[config.mk]
export PLATFORM = sky130hd
export DESIGN_NAME = rv32e_mem_arbiter
export DESIGN_NICKNAME = d
export VERILOG_FILES = /design/src/rtl/rv32e_mem_arbiter.sv
export SDC_FILE = /design/constraint.sdc
export NUM_CORES = 1
export LEC_CHECK = 0
export ABC_AREA = 0
export CORE_MARGIN = 8
export CORE_UTILIZATION = 30
export CTS_CLUSTER_SIZE = 40
export DETAILED_ROUTE_END_ITERATION = 10
export PLACE_DENSITY = 0.6
export SETUP_SLACK_MARGIN = 0.5
export SYNTH_ARGS = -nofsm -noshare
export SYNTH_HDL_FRONTEND = slang
export SYNTH_SLANG_ARGS = --single-unit
export TNS_END_PERCENT = 10
[constraint.sdc]
create_clock -name clk -period 16.55 [get_ports clk]
set_clock_uncertainty 0.1 [all_clocks]
set_input_delay 4.965 -clock clk [delete_from_list [all_inputs] [get_ports clk]]
set_output_delay 4.965 -clock clk [all_outputs]
set_load 0.01 [all_outputs]
[src/rtl/rv32e_mem_arbiter.sv]
// rv32e_mem_arbiter
// Shares one memory port between the RV32E instruction-fetch path (I) and
// the load/store data path (D). One transaction is in flight at a time. The
// winner's fields are registered onto the memory port and held until m_ack.
// A watchdog aborts a transaction that never gets acknowledged.
//
// Build option: define ARB_ROUND_ROBIN_EN to alternate the grant between I
// and D when both request in the same cycle. When it is not defined, D wins
// every tie.
//
// Handshake summary (all outputs registered):
//   - i_req/d_req are sampled only while idle. A requester holds req until
//     it sees its 1-cycle gnt pulse. A request dropped before gnt is ignored.
//   - m_req rises together with the gnt pulse and stays high, with
//     m_we/m_addr/m_wdata/m_be stable, until the edge where m_ack is sampled
//     or the watchdog fires.
//   - Completion gives a 1-cycle rvalid pulse to the owner, with rdata valid
//     in that cycle. On a watchdog abort, err pulses in the same cycle and
//     rdata is 0.
//   - The cycle in which rvalid is high is idle, so a waiting request is
//     granted on the very next edge.
//   - m_ack is ignored outside a busy cycle.
module rv32e_mem_arbiter #(
  parameter int ADDR_W  = 32,
  parameter int DATA_W  = 32,
  parameter int TIMEOUT = 15
) (
  input  logic                clk,
  input  logic                reset,
  // fetch path
  input  logic                i_req,
  input  logic [ADDR_W-1:0]   i_addr,
  output logic                i_gnt,
  output logic                i_rvalid,
  output logic [DATA_W-1:0]   i_rdata,
  // load/store path
  input  logic                d_req,
  input  logic                d_we,
  input  logic [ADDR_W-1:0]   d_addr,
  input  logic [DATA_W-1:0]   d_wdata,
  input  logic [DATA_W/8-1:0] d_be,
  output logic                d_gnt,
  output logic                d_rvalid,
  output logic [DATA_W-1:0]   d_rdata,
  // memory port
  output logic                m_req,
  output logic                m_we,
  output logic [ADDR_W-1:0]   m_addr,
  output logic [DATA_W-1:0]   m_wdata,
  output logic [DATA_W/8-1:0] m_be,
  input  logic                m_ack,
  input  logic [DATA_W-1:0]   m_rdata,
  // watchdog abort pulse
  output logic                err,
  // FSM state for checkers: 0 = IDLE, 1 = BUSY_I, 2 = BUSY_D
  output logic [1:0]          state_dbg
);

  localparam int CNT_W = $clog2(TIMEOUT + 1);

  // The watchdog holds the number of busy cycles already spent without an
  // ack. The busy cycle in which it reads TIMEOUT-1 is the last one allowed.
  localparam logic [CNT_W-1:0] WDOG_LAST = CNT_W'(TIMEOUT - 1);

  typedef enum logic [1:0] {
    IDLE   = 2'd0,
    BUSY_I = 2'd1,
    BUSY_D = 2'd2
  } state_t;

  state_t           state;
  logic [CNT_W-1:0] wdog;
  logic             any_req;
  logic             grant_d;

  assign any_req   = i_req | d_req;
  assign state_dbg = state;

`ifdef ARB_ROUND_ROBIN_EN
  // Set when the most recent grant went to D. Reset to D, so the first tie
  // goes to I.
  logic last_d;

  // Alternate on a tie; a lone requester always wins.
  always_comb begin
    grant_d = d_req;
    if (i_req && d_req) begin
      grant_d = ~last_d;
    end
  end

  // Remember the owner of every grant.
  always_ff @(posedge clk or posedge reset) begin
    if (reset) begin
      last_d <= 1'b1;
    end else if (state == IDLE && any_req) begin
      last_d <= grant_d;
    end
  end
`else
  // Fixed priority: D wins whenever it is requesting.
  always_comb begin
    grant_d = d_req;
  end
`endif

  // Main FSM: grant in IDLE, hold the memory port while BUSY, and complete
  // on ack or on watchdog expiry.
  always_ff @(posedge clk or posedge reset) begin
    if (reset) begin
      state    <= IDLE;
      wdog     <= '0;
      i_gnt    <= 1'b0;
      i_rvalid <= 1'b0;
      i_rdata  <= '0;
      d_gnt    <= 1'b0;
      d_rvalid <= 1'b0;
      d_rdata  <= '0;
      m_req    <= 1'b0;
      m_we     <= 1'b0;
      m_addr   <= '0;
      m_wdata  <= '0;
      m_be     <= '0;
      err      <= 1'b0;
    end else begin
      // Pulses last exactly one cycle unless they are set again below.
      i_gnt    <= 1'b0;
      d_gnt    <= 1'b0;
      i_rvalid <= 1'b0;
      d_rvalid <= 1'b0;
      err      <= 1'b0;
      case (state)
        IDLE: begin
          wdog <= '0;
          if (any_req) begin
            m_req <= 1'b1;
            if (grant_d) begin
              m_we    <= d_we;
              m_addr  <= d_addr;
              m_wdata <= d_wdata;
              m_be    <= d_be;
              d_gnt   <= 1'b1;
              state   <= BUSY_D;
            end else begin
              // A fetch is always a full-word read.
              m_we    <= 1'b0;
              m_addr  <= i_addr;
              m_wdata <= '0;
              m_be    <= '1;
              i_gnt   <= 1'b1;
              state   <= BUSY_I;
            end
          end
        end
        BUSY_I, BUSY_D: begin
          if (m_ack) begin
            // An ack in the watchdog's last cycle still completes normally.
            m_req <= 1'b0;
            wdog  <= '0;
            state <= IDLE;
            if (state == BUSY_D) begin
              d_rvalid <= 1'b1;
              d_rdata  <= m_we ? '0 : m_rdata;
            end else begin
              i_rvalid <= 1'b1;
              i_rdata  <= m_we ? '0 : m_rdata;
            end
          end else if (wdog == WDOG_LAST) begin
            // Give the owner a zero response and flag the abort.
            m_req <= 1'b0;
            wdog  <= '0;
            err   <= 1'b1;
            state <= IDLE;
            if (state == BUSY_D) begin
              d_rvalid <= 1'b1;
              d_rdata  <= '0;
            end else begin
              i_rvalid <= 1'b1;
              i_rdata  <= '0;
            end
          end else begin
            wdog <= wdog + CNT_W'(1);
          end
        end
        default: begin
          state <= IDLE;
        end
      endcase
    end
  end

  // Structural invariants of the two-path handshake.
  a_one_gnt : assert property (@(posedge clk) disable iff (reset) !(i_gnt && d_gnt));
  a_one_rvalid : assert property (@(posedge clk) disable iff (reset) !(i_rvalid && d_rvalid));
  a_err_has_rvalid : assert property (@(posedge clk) disable iff (reset) err |-> (i_rvalid || d_rvalid));

endmodule
Yosys cells after proc, flatten, opt, wreduce, memory -nomap -nowiden

Index checks and enable logic that the tools add are counted.

Register bits: 145
Input port bits: 138
Output and inout port bits: 141
Word-level logic and storage cells: 73

Add/subtract/negate cells: 1
Eq/ne operators: 5
Mux-type cells: 42
Bitwise gates (word level): 2
Reduce and logical (&&, ||, !) cells: 9

Operators by type and width:

| operator            | count |
|---|---|
| $mux 32             | 11 |
| $mux 1              | 21 |
| $mux 4              | 3 |
| $reduce_and 3->1    | 3 |
| $mux 2              | 4 |
| $pmux 4 s2          | 1 |
| $add 4x1->4 const B | 1 |
| $eq 4x4->1 const B  | 1 |
| $pmux 2 s2          | 1 |
| $reduce_and 2->1    | 2 |
| $reduce_bool 2->1   | 2 |
| $ne 3x3->1 const B  | 1 |
| $eq 2x1->1 const B  | 1 |
| $eq 2x2->1 const B  | 1 |
| $logic_not 2->1     | 1 |
| $ne 2x2->1 const B  | 1 |
| $pmux 1 s2          | 1 |
| $reduce_or 2->1     | 1 |
| $not 1->1           | 1 |
| $or 1x1->1          | 1 |

Depth between registers and ports, before layout

Depth after elaboration: 5
Gate-level depth with buffers: 7
Depth with buffers taken out: 5

Worst setup path before layout

No wires, ideal clock.

Kind: input port to flip-flop
From: input port d_req
To: register m_wdata[0]
Library setup time: 0.121 ns
Data arrival time: 5.781 ns
Required time: 16.329 ns
Path slack: 10.548 ns
Stages on the path: 5
Path buffers: 2
Path through: buf_2 -> nand2_1 -> clkinv_1 -> buf_2 -> a22o_1

Cells in the longest elaborated chain, start to end: 2
Elaborated cells between the ends (all ways): 3
Those cells by class: mux (1); bitwise (1); reduce/logical (1)

RTL lines:

| item                       | line | RTL |
|---|---|---|
| from (decl)                | 37   | `input logic d_req,` |
| $or 1x1->1                 | 76   | `assign any_req = i_req \| d_req;` |
| $reduce_and 2->1 (no line) | n/a  |  |
| to (signal assigned)       | 140  | `m_wdata <= d_wdata;` |
| to (decl)                  | 49   | `output logic [DATA_W-1:0] m_wdata,` |

Parallel ways exist; a longest one is shown, timed or not.
A chain may end at the register's enable or synchronous reset.

Final worst setup path

From: input port i_req
To: register m_addr[6]

Cells in the longest elaborated chain, start to end: 2

RTL lines:

| item                       | line | RTL |
|---|---|---|
| from (decl)                | 31   | `input logic i_req,` |
| $or 1x1->1                 | 76   |  |
| $reduce_and 2->1 (no line) | n/a  |  |
| to (signal assigned)       | 139  | `m_addr <= d_addr;` |
| to (signal assigned)       | 147  | `m_addr <= i_addr;` |
| to (decl)                  | 48   | `output logic [ADDR_W-1:0] m_addr,` |

Every way passes these cells.

==> impl_metrics.tcl <==
set metrics [dict create \
    multi_input_comb_area_sq_um 1803 \
    worst-endpoint-required_ns 16.72 \
    ys_top_cells_by_count "sky130_fd_sc_hd__dfrtp_1 (145), sky130_fd_sc_hd__a22o_1 (98), sky130_fd_sc_hd__nand2_1 (38)" \
    placed_cells 915 \
    fill_count 1600 \
    area_growth_syn_to_layout_pct 63.79 \
    drt_wl_total_microns 18230 \
    switchingPower_mw 0.5581 \
    route.vias.total 4542 \
    num_io_pins 279 \
    post-cts-setup-buffers 0 \
    critPathArrivalTime_ns 7.01 \
    detail_route.first_pass.iterations 4 \
    grt_setup_unrepaired "false" \
    synth_enable_flop_cells 0 \
    initial_utilization_pct 30.32 \
    final_antenna_net_count 0 \
    power.clock.fraction_pct 22.3 \
    synthesis.area_per_instance_sq_um 13.18 \
    cts.htree.levels 4 \
    via_count_of_the_first_global_routing_pass 4988 \
    smallest_setup_slack_after_layout_ns 9.703 \
    drive_above_1_share_pct 6.171 \
    number_of_synthesized_register_bits 145 \
    period_minus_slack_ns 6.847 \
    run_status "completed" \
    grt_max_degree 81 \
    worstSetupStartpointType "primary input" \
    yosysMostFrequentCell "sky130_fd_sc_hd__dfrtp_1" \
    timing.critical_path.fanout_max 64 \
    cellPowerDensity_nw_per_um2 186.6 \
    tns_ns 0 \
    wl_cell_microns 19.25 \
    placement_rows 50 \
    hold_buffers 0 \
    cts_inserted_buffers 17 \
    swShare_pct 32.51 \
    yosysTopAreaCell "sky130_fd_sc_hd__dfrtp_1" \
    globalplace.congestion 0.7790 \
    timing.final.max_slew_violations 0 \
    mappedNetlistArea_sq_um 5615 \
    timing.max_cap.violations 0 \
    place_ws_ns 9.226 \
    syn_inst 426 \
    synth.top_cells.by_area "sky130_fd_sc_hd__dfrtp_1 (65%), sky130_fd_sc_hd__a22o_1 (15%), sky130_fd_sc_hd__mux2i_1 (5.9%)" \
    register_area_sq_um 3628 \
    synth_top_area_share_pct 64.62 \
    routed_via_density 4.796 \
    cts.repair.resized 0 \
    slew_of_the_pin_with_the_lowest_slew_margin_ns 0.9997 \
    utilization_pct 49.67 \
    critical_path.slowest_cell "sky130_fd_sc_hd__o21ai_4" \
    die_x_microns 152.8 \
    fin_hold_ws_ns 0.3747 \
    synth_warnings 0 \
    hp-class "reg2reg" \
    leakage_nw 4.090 \
    fmaxAchievable_ghz 0.1461 \
    clkSlewWorstSetupHoldPaths_ns 0.06 \
    seq_area_frac_synth_pct 64.62 \
    ys_dominant_reg_cell "sky130_fd_sc_hd__dfrtp_1" \
    worstSkewPairLatency_ns 0.41 \
    number_of_distinct_library_cell_variants_in_the_gate_level_netlist_after_synthesis 33 \
    grt_pass1_wl_microns 29050 \
    clk_root_buffer_cell "sky130_fd_sc_hd__clkbuf_16" \
    grtUsageTotal_pct 15.72 \
    grt_antenna_before_repair 0 \
    final_cells 947 \
    tritoncts "yes" \
    post-route-drc-count 0 \
    post-route-period-util_pct 41.37 \
    final-setup-viol-count 0 \
    core_sq_um 18520 \
    vdd_drop_max_v 0.00007079 \
    drt_iter0_drc 115 \
    die_height_microns 152.8 \
    critical_path.cell_chain "clkdlybuf4s50_1 -> o21ai_4 -> buf_4 -> o21ai_0" \
    io_buffer_count 278 \
    power_report.internal_total_mw 1.158 \
    die-area_sq_um 23350 \
    cts_sinks 145 \
    synth.net_count 569 \
    p_comb_share_pct 42.5 \
    setup.worst_path.end_class "register" \
    finalNetCount 843 \
    overflow 0 \
    n_antenna_cell 0 \
    sequential_share_of_power_pct 35.2 \
    cts_buffer_depth 2 \
    hpwl_microns 13200 \
    crit_path_max_incr_delay_ns 0.73 \
    worst_slew_margin_relative_to_its_limit_pct 33.35 \
    synthArstFlopShare_pct 100.0 \
    final_hold_viol_count 0 \
    critical_path_class "in2reg" \
]
-- per-stage QoR --
step	area, sq um	total power [mW]
floorplan	5615	0.9139
global placement	8601	1.337
detailed placement	8601	1.349
CTS	9198	1.745
global route	9198	1.822
finish	9198	1.716
-- layout make-up --
| class | count | share of cell area (%) |
|---|---|---|
| Clock buffer | 21 | 5.115 |
| Clock inverter | 11 | 1.374 |
| Inverter | 11 | 0.5033 |
| Multi-Input combinational cell | 240 | 19.60 |
| Sequential cell | 145 | 39.45 |
| Tap cell | 234 | 3.183 |
| Timing Repair Buffer | 285 | 30.77 |
-- cell usage in the layout, fill, tap and decap left out, types with 2 or more instances in the layout --
| cell type | netlist | final |
|---|---|---|
| sky130_fd_sc_hd__clkdlybuf4s50_1 | 0 | 277 |
| sky130_fd_sc_hd__dfrtp_1 | 145 | 145 |
| sky130_fd_sc_hd__a22o_1 | 98 | 98 |
| sky130_fd_sc_hd__nand2_1 | 38 | 38 |
| sky130_fd_sc_hd__mux2i_1 | 33 | 33 |
| sky130_fd_sc_hd__o21ai_0 | 32 | 32 |
| sky130_fd_sc_hd__clkbuf_16 | 0 | 17 |
| sky130_fd_sc_hd__inv_1 | 10 | 9 |
| sky130_fd_sc_hd__buf_4 | 7 | 7 |
| sky130_fd_sc_hd__nand3_1 | 5 | 5 |
| sky130_fd_sc_hd__ha_1 | 5 | 5 |
| sky130_fd_sc_hd__nor2_1 | 4 | 4 |
| sky130_fd_sc_hd__inv_6 | 0 | 4 |
| sky130_fd_sc_hd__o22a_1 | 4 | 4 |
| sky130_fd_sc_hd__clkinvlp_4 | 0 | 4 |
| sky130_fd_sc_hd__clkbuf_8 | 0 | 3 |
| sky130_fd_sc_hd__o21ai_1 | 2 | 2 |
| sky130_fd_sc_hd__nand2b_1 | 2 | 2 |
| sky130_fd_sc_hd__bufinv_16 | 0 | 2 |
| sky130_fd_sc_hd__clkinv_2 | 0 | 2 |
-- registers in the layout (all words and copies together), names as in the netlist, 2 cells and up --
| signal | count |
|---|---|
| d_rdata | 32 |
| i_rdata | 32 |
| m_addr | 32 |
| m_wdata | 32 |
| m_be | 4 |
| wdog | 4 |
| state_dbg | 2 |
-- path summary, 6_finish.rpt --
kind | start | endpoint | slack (ns) | cells after the start
max | i_req | m_addr[6]$_DFFE_PP0P_ | 9.70 | 4
min in group asynchronous | reset | i_rdata[17]$_DFFE_PP0P_ | 4.90 | 2
min reg2reg | m_addr[19]$_DFFE_PP0P_ | m_addr[19]$_DFFE_PP0P_ | 0.37 | 2
max in group asynchronous | reset | m_addr[8]$_DFFE_PP0P_ | 9.97 | 3
min | m_addr[19]$_DFFE_PP0P_ | m_addr[19]$_DFFE_PP0P_ | 0.37 | 2
max reg2reg | state_dbg[1]$_DFFE_PP0P_ | m_wdata[28]$_DFFE_PP0P_ | 14.12 | 5
-- routing by layer --
metal / GRT usage (%) / vias to the layer above / wire, microns
li1: - / 2126 / -
met2: 24.20 / 207 / 8132
met1: 19.92 / 2193 / 8335
met3: 6.090 / 16 / 1492
met5: 0 / - / 0
met4: 5.231 / 0 / 270
-- power groups by stage --
stage                     sequential, mW  combinational [mW]  clock [mW]
after floorplan                    0.668               0.246           0
after global routing               0.625               0.786       0.411
after detailed placement           0.606               0.743           0
after CTS                          0.605               0.745       0.395
after global placement             0.606               0.732           0
final                              0.604               0.730       0.383
-- logic make-up after synthesis --
family,synth area share (%)
muxes,5.882
adders and majority gates,1.114
DFF,64.62
AOI/OAI and AO/OA,20.03
and+or+nand+nor,4.724
buffers and inverters,3.632
-- critical path, delay by kind of cell --
kind                   cells  cell delay (ns)
buffers and inverters      2             1.10
AOI/OAI and AO/OA          2             0.92
Power figures use the tool's default switching activity.
